<file path="config.mk">
export PLATFORM = sky130hd
export DESIGN_NAME = password_entry_tx
export DESIGN_NICKNAME = d
export VERILOG_FILES = /design/src/rtl/password_entry_tx_pkg.sv /design/src/rtl/password_entry_tx_button_debounce.sv /design/src/rtl/password_entry_tx.sv
export SDC_FILE = /design/constraint.sdc
export NUM_CORES = 1
export LEC_CHECK = 0
export BUFFER_PORTS_ARGS = -buffer_cell sky130_fd_sc_hd__buf_4
export CORE_MARGIN = 4
export CORE_UTILIZATION = 35
export DETAILED_ROUTE_END_ITERATION = 7
export PLACE_DENSITY = 0.6
export SYNTH_ARGS = -nofsm -noshare
export SYNTH_HDL_FRONTEND = slang
export SYNTH_HIERARCHICAL = 1
export SYNTH_SLANG_ARGS = --single-unit
</file>
<file path="constraint.sdc">
create_clock -name clk -period 2.4 [get_ports clk]
set_input_delay 0.48 -clock clk [delete_from_list [all_inputs] [get_ports clk]]
set_output_delay 0.48 -clock clk [all_outputs]
set_load 0.05 [all_outputs]
</file>
<file path="src/rtl/password_entry_tx_pkg.sv">
// Shared definitions for the password entry transmitter.
// Holds the entry FSM state encoding and the word geometry used by the top
// level and the testbench.
package password_entry_tx_pkg;

  localparam int PASSWORD_WIDTH = 16;
  localparam int DATA_WIDTH     = 17;
  localparam int NUM_DIGITS     = 4;
  localparam int DIGIT_WIDTH    = 4;
  localparam int COUNT_WIDTH    = 3;

  typedef enum logic [1:0] {
    ST_IDLE    = 2'd0,
    ST_COLLECT = 2'd1,
    ST_EMIT    = 2'd2
  } state_e;

endpackage

</file>
<file path="src/rtl/password_entry_tx_button_debounce.sv">
// Button conditioner: 2-flop synchronizer, debounce counter and rising-edge
// press pulse for one raw asynchronous push button.
// Ports:
//   clk     - system clock
//   rst     - asynchronous active-low reset
//   btn_i   - raw, asynchronous, active-high button
//   level_o - debounced button level
//   press_o - one-cycle pulse on the cycle after the debounced level rises
module button_debounce #(
  parameter int DEBOUNCE_CYCLES = 4
) (
  input  logic clk,
  input  logic rst,
  input  logic btn_i,
  output logic level_o,
  output logic press_o
);

  localparam int CW = (DEBOUNCE_CYCLES < 2) ? 1 : $clog2(DEBOUNCE_CYCLES + 1);

  logic          sync1_q, sync2_q;
  logic          db_q, db_d;
  logic [CW-1:0] cnt_q, cnt_d;
  logic          db_prev_q;
  logic          press_q;

  // The counter tracks consecutive cycles in which the synced input disagrees
  // with the accepted level; any agreeing cycle restarts the count.
  always_comb begin
    db_d  = db_q;
    cnt_d = '0;
    if (sync2_q != db_q) begin
      if (cnt_q == CW'(DEBOUNCE_CYCLES - 1)) begin
        db_d  = sync2_q;
        cnt_d = '0;
      end else begin
        cnt_d = cnt_q + 1'b1;
      end
    end
  end

  always_ff @(posedge clk or negedge rst) begin
    if (!rst) begin
      sync1_q   <= 1'b0;
      sync2_q   <= 1'b0;
      db_q      <= 1'b0;
      cnt_q     <= '0;
      db_prev_q <= 1'b0;
      press_q   <= 1'b0;
    end else begin
      sync1_q   <= btn_i;
      sync2_q   <= sync1_q;
      db_q      <= db_d;
      cnt_q     <= cnt_d;
      db_prev_q <= db_q;
      // Registered edge detect: pulse lands one cycle after db_q goes high.
      press_q   <= db_q & ~db_prev_q;
    end
  end

  assign level_o = db_q;
  assign press_o = press_q;

endmodule

</file>
<file path="src/rtl/password_entry_tx.sv">
// Password entry transmitter: collects four hex digits from switches on
// debounced enter presses and emits {change flag, 16-bit password} with a
// one-cycle load strobe. A clear press abandons a partially entered word.
// Ports:
//   clk         - system clock
//   rst         - asynchronous active-low reset
//   Digit_In    - hex digit from switches, sampled on an accepted enter press
//   Enter_Btn   - raw enter button (active-high)
//   Clear_Btn   - raw clear button (active-high)
//   Change_Sw   - password-change request level, sampled at emission
//   Data_Out    - {change flag, password}, held between emissions
//   Data_Load   - one-cycle strobe marking Data_Out valid
//   Digit_Count - digits captured in the current word (0..4)
//   Entry_Busy  - high while a word is partially entered or being emitted
module password_entry_tx #(
  parameter int DEBOUNCE_CYCLES = 4,
  parameter int NUM_DIGITS      = password_entry_tx_pkg::NUM_DIGITS
) (
  input  logic        clk,
  input  logic        rst,
  input  logic [3:0]  Digit_In,
  input  logic        Enter_Btn,
  input  logic        Clear_Btn,
  input  logic        Change_Sw,
  output logic [16:0] Data_Out,
  output logic        Data_Load,
  output logic [2:0]  Digit_Count,
  output logic        Entry_Busy
);

  import password_entry_tx_pkg::*;

  logic enter_ev, clear_ev;
  logic enter_lvl, clear_lvl;

  button_debounce #(.DEBOUNCE_CYCLES(DEBOUNCE_CYCLES)) u_enter_db (
    .clk     (clk),
    .rst     (rst),
    .btn_i   (Enter_Btn),
    .level_o (enter_lvl),
    .press_o (enter_ev)
  );

  button_debounce #(.DEBOUNCE_CYCLES(DEBOUNCE_CYCLES)) u_clear_db (
    .clk     (clk),
    .rst     (rst),
    .btn_i   (Clear_Btn),
    .level_o (clear_lvl),
    .press_o (clear_ev)
  );

  state_e                    state_q, state_d;
  logic [PASSWORD_WIDTH-1:0] shift_q, shift_d;
  logic [COUNT_WIDTH-1:0]    count_q, count_d;
  logic [DATA_WIDTH-1:0]     data_q, data_d;
  logic [DATA_WIDTH-1:0]     emit_word;

  // Change_Sw is sampled in the EMIT cycle itself, so the emitted word is
  // formed combinationally and also captured into the hold register.
  assign emit_word = {Change_Sw, shift_q};

  always_comb begin
    state_d = state_q;
    shift_d = shift_q;
    count_d = count_q;
    data_d  = data_q;
    case (state_q)
      ST_IDLE: begin
        // Clear in IDLE has nothing to discard; it also suppresses a
        // simultaneous enter.
        if (enter_ev && !clear_ev) begin
          shift_d = {shift_q[PASSWORD_WIDTH-DIGIT_WIDTH-1:0], Digit_In};
          count_d = count_q + 1'b1;
          state_d = ST_COLLECT;
        end
      end
      ST_COLLECT: begin
        if (clear_ev) begin
          shift_d = '0;
          count_d = '0;
          state_d = ST_IDLE;
        end else if (enter_ev) begin
          shift_d = {shift_q[PASSWORD_WIDTH-DIGIT_WIDTH-1:0], Digit_In};
          count_d = count_q + 1'b1;
          if (count_q == COUNT_WIDTH'(NUM_DIGITS - 1)) begin
            state_d = ST_EMIT;
          end
        end
      end
      ST_EMIT: begin
        // Button events arriving here are dropped.
        data_d  = emit_word;
        shift_d = '0;
        count_d = '0;
        state_d = ST_IDLE;
      end
      default: begin
        shift_d = '0;
        count_d = '0;
        state_d = ST_IDLE;
      end
    endcase
  end

  always_ff @(posedge clk or negedge rst) begin
    if (!rst) begin
      state_q <= ST_IDLE;
      shift_q <= '0;
      count_q <= '0;
      data_q  <= '0;
    end else begin
      state_q <= state_d;
      shift_q <= shift_d;
      count_q <= count_d;
      data_q  <= data_d;
    end
  end

  assign Data_Load   = (state_q == ST_EMIT);
  assign Data_Out    = (state_q == ST_EMIT) ? emit_word : data_q;
  assign Digit_Count = count_q;
  assign Entry_Busy  = (state_q == ST_COLLECT) || (state_q == ST_EMIT);

  // Debounced levels are not needed by the entry logic.
  logic unused_lvl;
  assign unused_lvl = enter_lvl ^ clear_lvl;

endmodule

</file>
## Word-level counts from Yosys, hierarchy flattened

Index checks and enable logic that the tools add are counted.

- Register bits after elaboration: 54
- Bits in latches: 0
- Bits in writable memories: 0
- Bits in read-only memories: 0
- Input bits: 9
- Output and inout port bits: 22
- Word-level logic and storage cells: 59
- Memories kept: 0

- Add/subtract/negate cells: 3
- $mul: 0
- Div/mod/pow operators: 0
- Order comparisons: 0
- Eq/ne operators: 10
- Shift-type cells: 0
- Muxes and demuxes: 18
- Bitwise gates (word level): 4
- Reduce and logical (&&, ||, !) cells: 8

Operators with widths:

| operator | count |
|---|---|
| two-way mux 16 bit | 3 |
| case mux 16 bit (2 select lines) | 1 |
| two-way mux 3 bit | 7 |
| two-way mux 17 bit | 1 |
| adder 3 x 1 -> 3 bit (second input constant) | 3 |
| == test 3 x 2 -> 1 bit (second input constant) | 3 |
| two-way mux 2 bit | 4 |
| case mux 3 bit (2 select lines) | 1 |
| AND reduction 2 bit | 3 |
| case mux 2 bit (2 select lines) | 1 |
| inequality test 3 x 1 -> 1 bit (second input constant) | 1 |
| inequality test 3 x 2 -> 1 bit (second input constant) | 1 |
| AND reduction 3 bit | 1 |
| AND 1 bit | 2 |
| == test 2 x 1 -> 1 bit (second input constant) | 1 |
| == test 2 bit (second input constant) | 1 |
| logical NOT 2 bit | 1 |
| inequality test 1 bit | 2 |
| inequality test 2 bit (second input constant) | 1 |
| NOT 1 bit | 2 |
| logical AND 1 bit | 1 |
| logical NOT 1 bit | 1 |
| logical OR 1 bit | 1 |

## Logic depth before layout (Yosys ltp)

- Word-level depth: 5
- Mapped depth: 7
- Depth with buffers taken out: 5

## Hierarchy

Netlist, hierarchy kept.

Modules (own cells, without submodules):

| module | times used | cells each | area an instance (um^2) | sequential area each (um^2) |
|---|---|---|---|---|
| password_entry_tx | 1 | 145 | 1,736.7 | 950.9 |
| button_debounce | 2 | 16 | 277.8 | 200.2 |

## Worst setup path before layout

OpenSTA, ideal clock, no wires.

- Path type: reg-to-output
- Start point: register state_q[0]
- End point: output Data_Out[10]
- Data arrival time: 1.934 ns
- Required time: 1.920 ns
- Slack: -0.014 ns
- Cell stages (with the launch flop): 6
- Path buffers: 2
- Path through: dfrtp_1 inv_1 ha_1 buf_2 buf_4 mux2_1

- Cells in the longest elaborated chain, start to end: 2

Ends and longest elaborated chain:

| element | line | RTL |
|---|---|---|
| from (decl) | password_entry_tx.sv:52 | `state_e state_q, state_d;` |
| from (signal assigned) | password_entry_tx.sv:112 | `state_q <= state_d;` |
| == test 2 bit | n/a |  |
| named net Data_Load | password_entry_tx.sv:26 | `output logic Data_Load,` |
| two-way mux 17 bit | password_entry_tx.sv:120 | `assign Data_Out = (state_q == ST_EMIT) ? emit_word : data_q;` |
| to (decl) | password_entry_tx.sv:25 | `output logic [16:0] Data_Out,` |

The timed path passes the listed nets, and every way through them passes these cells.

## Final worst setup path

- Start point: register state_q[0]
- End point: output Data_Out[10]

- Cells in the longest elaborated chain, start to end: 2

Ends and longest elaborated chain:

| element | line |
|---|---|
| == test 2 bit | password_entry_tx.sv:120 |
| two-way mux 17 bit | password_entry_tx.sv:120 |

No other way between the ends.

==> flow_summary.ini <==
[synthesis]
synth_most_common_cell = dfrtp_1
synth_flop_cell = dfrtp_1
synth_cell_type_count = 29
synth_area_um2 = 2290
ys_seq_area_frac = 0.590
syn-num-nets = 193
synth.largest_area_cell = dfrtp_1
avgSynthCellArea_um2 = 13.0
synth.area.top_cells = dfrtp_1 59%, mux2_1 8.4%, o221ai_1 6.1%
synth_commonest_cells = 54 x dfrtp_1, 22 x nand2_1, 18 x a21oi_1, 17 x mux2_1, 16 x o221ai_1
synth_edf_count = 0
synth_top_area_frac = 0.590
yosysWarnings = 6
synthArstFlopShare = 1.00
synth_seq_cells = 54
syn_inst = 177

[power]
max-vdd-ir-drop_mv = 0.787
p_per_area_nw_per_um2 = 1430
power.leakage_uw = 0.00125

[clock_network]
cts_buffers = 5
hold_buffers = 0
clk_pin_slew_ns = 0.09
ctsResizeCount = 0
cts.sinks = 54
cts-htree-levels = 2
postCtsSetupRepairBufs = 0
cts-root-buf = clkbuf_8
cts_tree = built
cts_buffer_depth = 2
clock_latency_ns = 0.30

[critical_path]
rr_startpoint = state_q[1]
crit_arrival_ns = 1.78
r2r_cells = 5
worstPathRequired_ns = 1.92
r2r_end = Digit_Count[2]
path_class = reg2out
path_max_fanout = 16
worstSetupStartpointType = flop
r2r_slack_ns = 0.55
worstSetupEndpointType = output pin

[min_path]
hp-class = in2async

[detailed_routing]
drc_errors = 0
drtIter0Drc = 67
viasPerCell = 5.09
wl_met3_um = 216
drt_first_pass_iters = 4
wire_per_inst_um = 14.9
top_layer_used = met3
via_count = 1450
postRouteAntennaNets = 0
wl_met1_um = 1970
wl_um = 4240
dr_wl_met2_um = 2050

[floorplan]
core_um2 = 6350
start_util = 0.361
die_height_um = 88.9
dieWidth_um = 88.9
num_io_pins = 31
die_area_um2 = 7910
rows = 29

[timing]
fin_setup_tns_ns = 0
finalHoldViolCount = 0
slew-limit-headroom = 0.547
final-max-slew-violation-count = 0
fin_skew_ns = 0.00455
hold-worst-slack_ns = 0.205
setup_violations = 0
fin_crit_sh = 0.940
worst_pin_slew_ns = 0.680
max_freq_mhz = 443
fin_crit_ns = 2.26
rsz0062_at_grt = false

[place]
place.gp.congestion = 0.693
portBuffers = 30
placed_cell_area_um2 = 2560
hpwl_um = 2800

[status]
status = finished clean

[finish]
synthToLayoutAreaGrowth_pct = 15.9
drive_above_1_share = 0.250
fin_area_um2 = 2660
num-nets-final = 223
diodes = 0

[job]
drv_cap = 0

[global_routing]
track_usage = 0.115
antenna_found_initial = 0
grt_max_degree = 55
grt_pass1_wl_um = 7010
grt_pass1_vias = 1433
overflow = 0
## cell families (layout without fill, tap and decap cells)
| kind of cell | Yosys count | after routing | share of synthesized area |
|---|---|---|---|
| buf+inv | 16 | 47 | 0.0519 |
| flops | 54 | 54 | 0.590 |
| mux | 19 | 19 | 0.0933 |
| xor+xnor | 2 | 2 | 0.00764 |
| simple gates | 37 | 37 | 0.0906 |
| compound gates | 42 | 42 | 0.129 |
| fa+ha+maj | 7 | 7 | 0.0382 |
## where the power goes
part | leakage, uW | internal [uW] | switching (uW) | total (uW)
combinational | 0.000499 | 664 | 1190 | 1850
sequential | 0.000709 | 1230 | 191 | 1420
clock | 0.0000472 | 233 | 292 | 524
total | 0.00125 | 2120 | 1670 | 3790
## critical path, stage by stage (launching register included)
cell	delay, ns
dfrtp_1	0.42
inv_1	0.09
ha_2	0.23
buf_12	0.16
mux2_1	0.37
buf_4	0.20
## flip-flops by register name (all words and copies together) (netlist names), 2 cells and up
| signal | flops |
|---|---|
| Digit_Count | 3 |
| u_clear_db/cnt_q | 3 |
| shift_q | 16 |
| data_q | 17 |
| state_q | 2 |
| u_enter_db/cnt_q | 3 |
## per-stage QoR
step | utilization | cells | setup WS (ns) | power (uW)
global route | 0.419 | 285 | 0.0493 | 4050
floorplan | - | 177 | 0.143 | 2890
detailed placement | 0.404 | 277 | 0.464 | 3310
finish | 0.419 | 285 | 0.144 | 3790
CTS | 0.419 | 285 | 0.118 | 3840
global placement | 0.404 | 277 | 0.492 | 3280
## how the worst max path moves through the flow
stage / startpoint / end
floorplan: state_q[0] / Data_Out[10]
detailed placement: state_q[0] / Data_Out[10]
finish: state_q[0] / Data_Out[10]
global placement: state_q[0] / Data_Out[15]
global route: state_q[0] / Data_Out[15]
CTS: state_q[0] / Data_Out[10]
## layer usage
| layer | global-route usage | vias up |
|---|---|---|
| met5 | 0 | - |
| met4 | 0.0316 | 0 |
| met3 | 0.0313 | 0 |
| met2 | 0.186 | 27 |
| met1 | 0.153 | 717 |
| li1 | - | 706 |
## cells in the final DEF (no fill, tap or decap), types with 3 or more instances in the layout
cell type	n
ha_1	6
mux2_1	17
a21oi_1	18
o221ai_1	16
clkbuf_8	6
nand2_1	22
buf_4	34
dfrtp_1	54
o21ai_1	3
inv_1	4
## cell type report
cell class	instances	area (um2)
clock buffers	6	82.6
clock inverters	2	12.5
well taps	77	96.3
multi-input cells	107	825
repair buffers	35	275
flip-flops and latches	54	1350
inverters	4	15.0
fillers	596	3690
(Power assumes the default switching activity.)
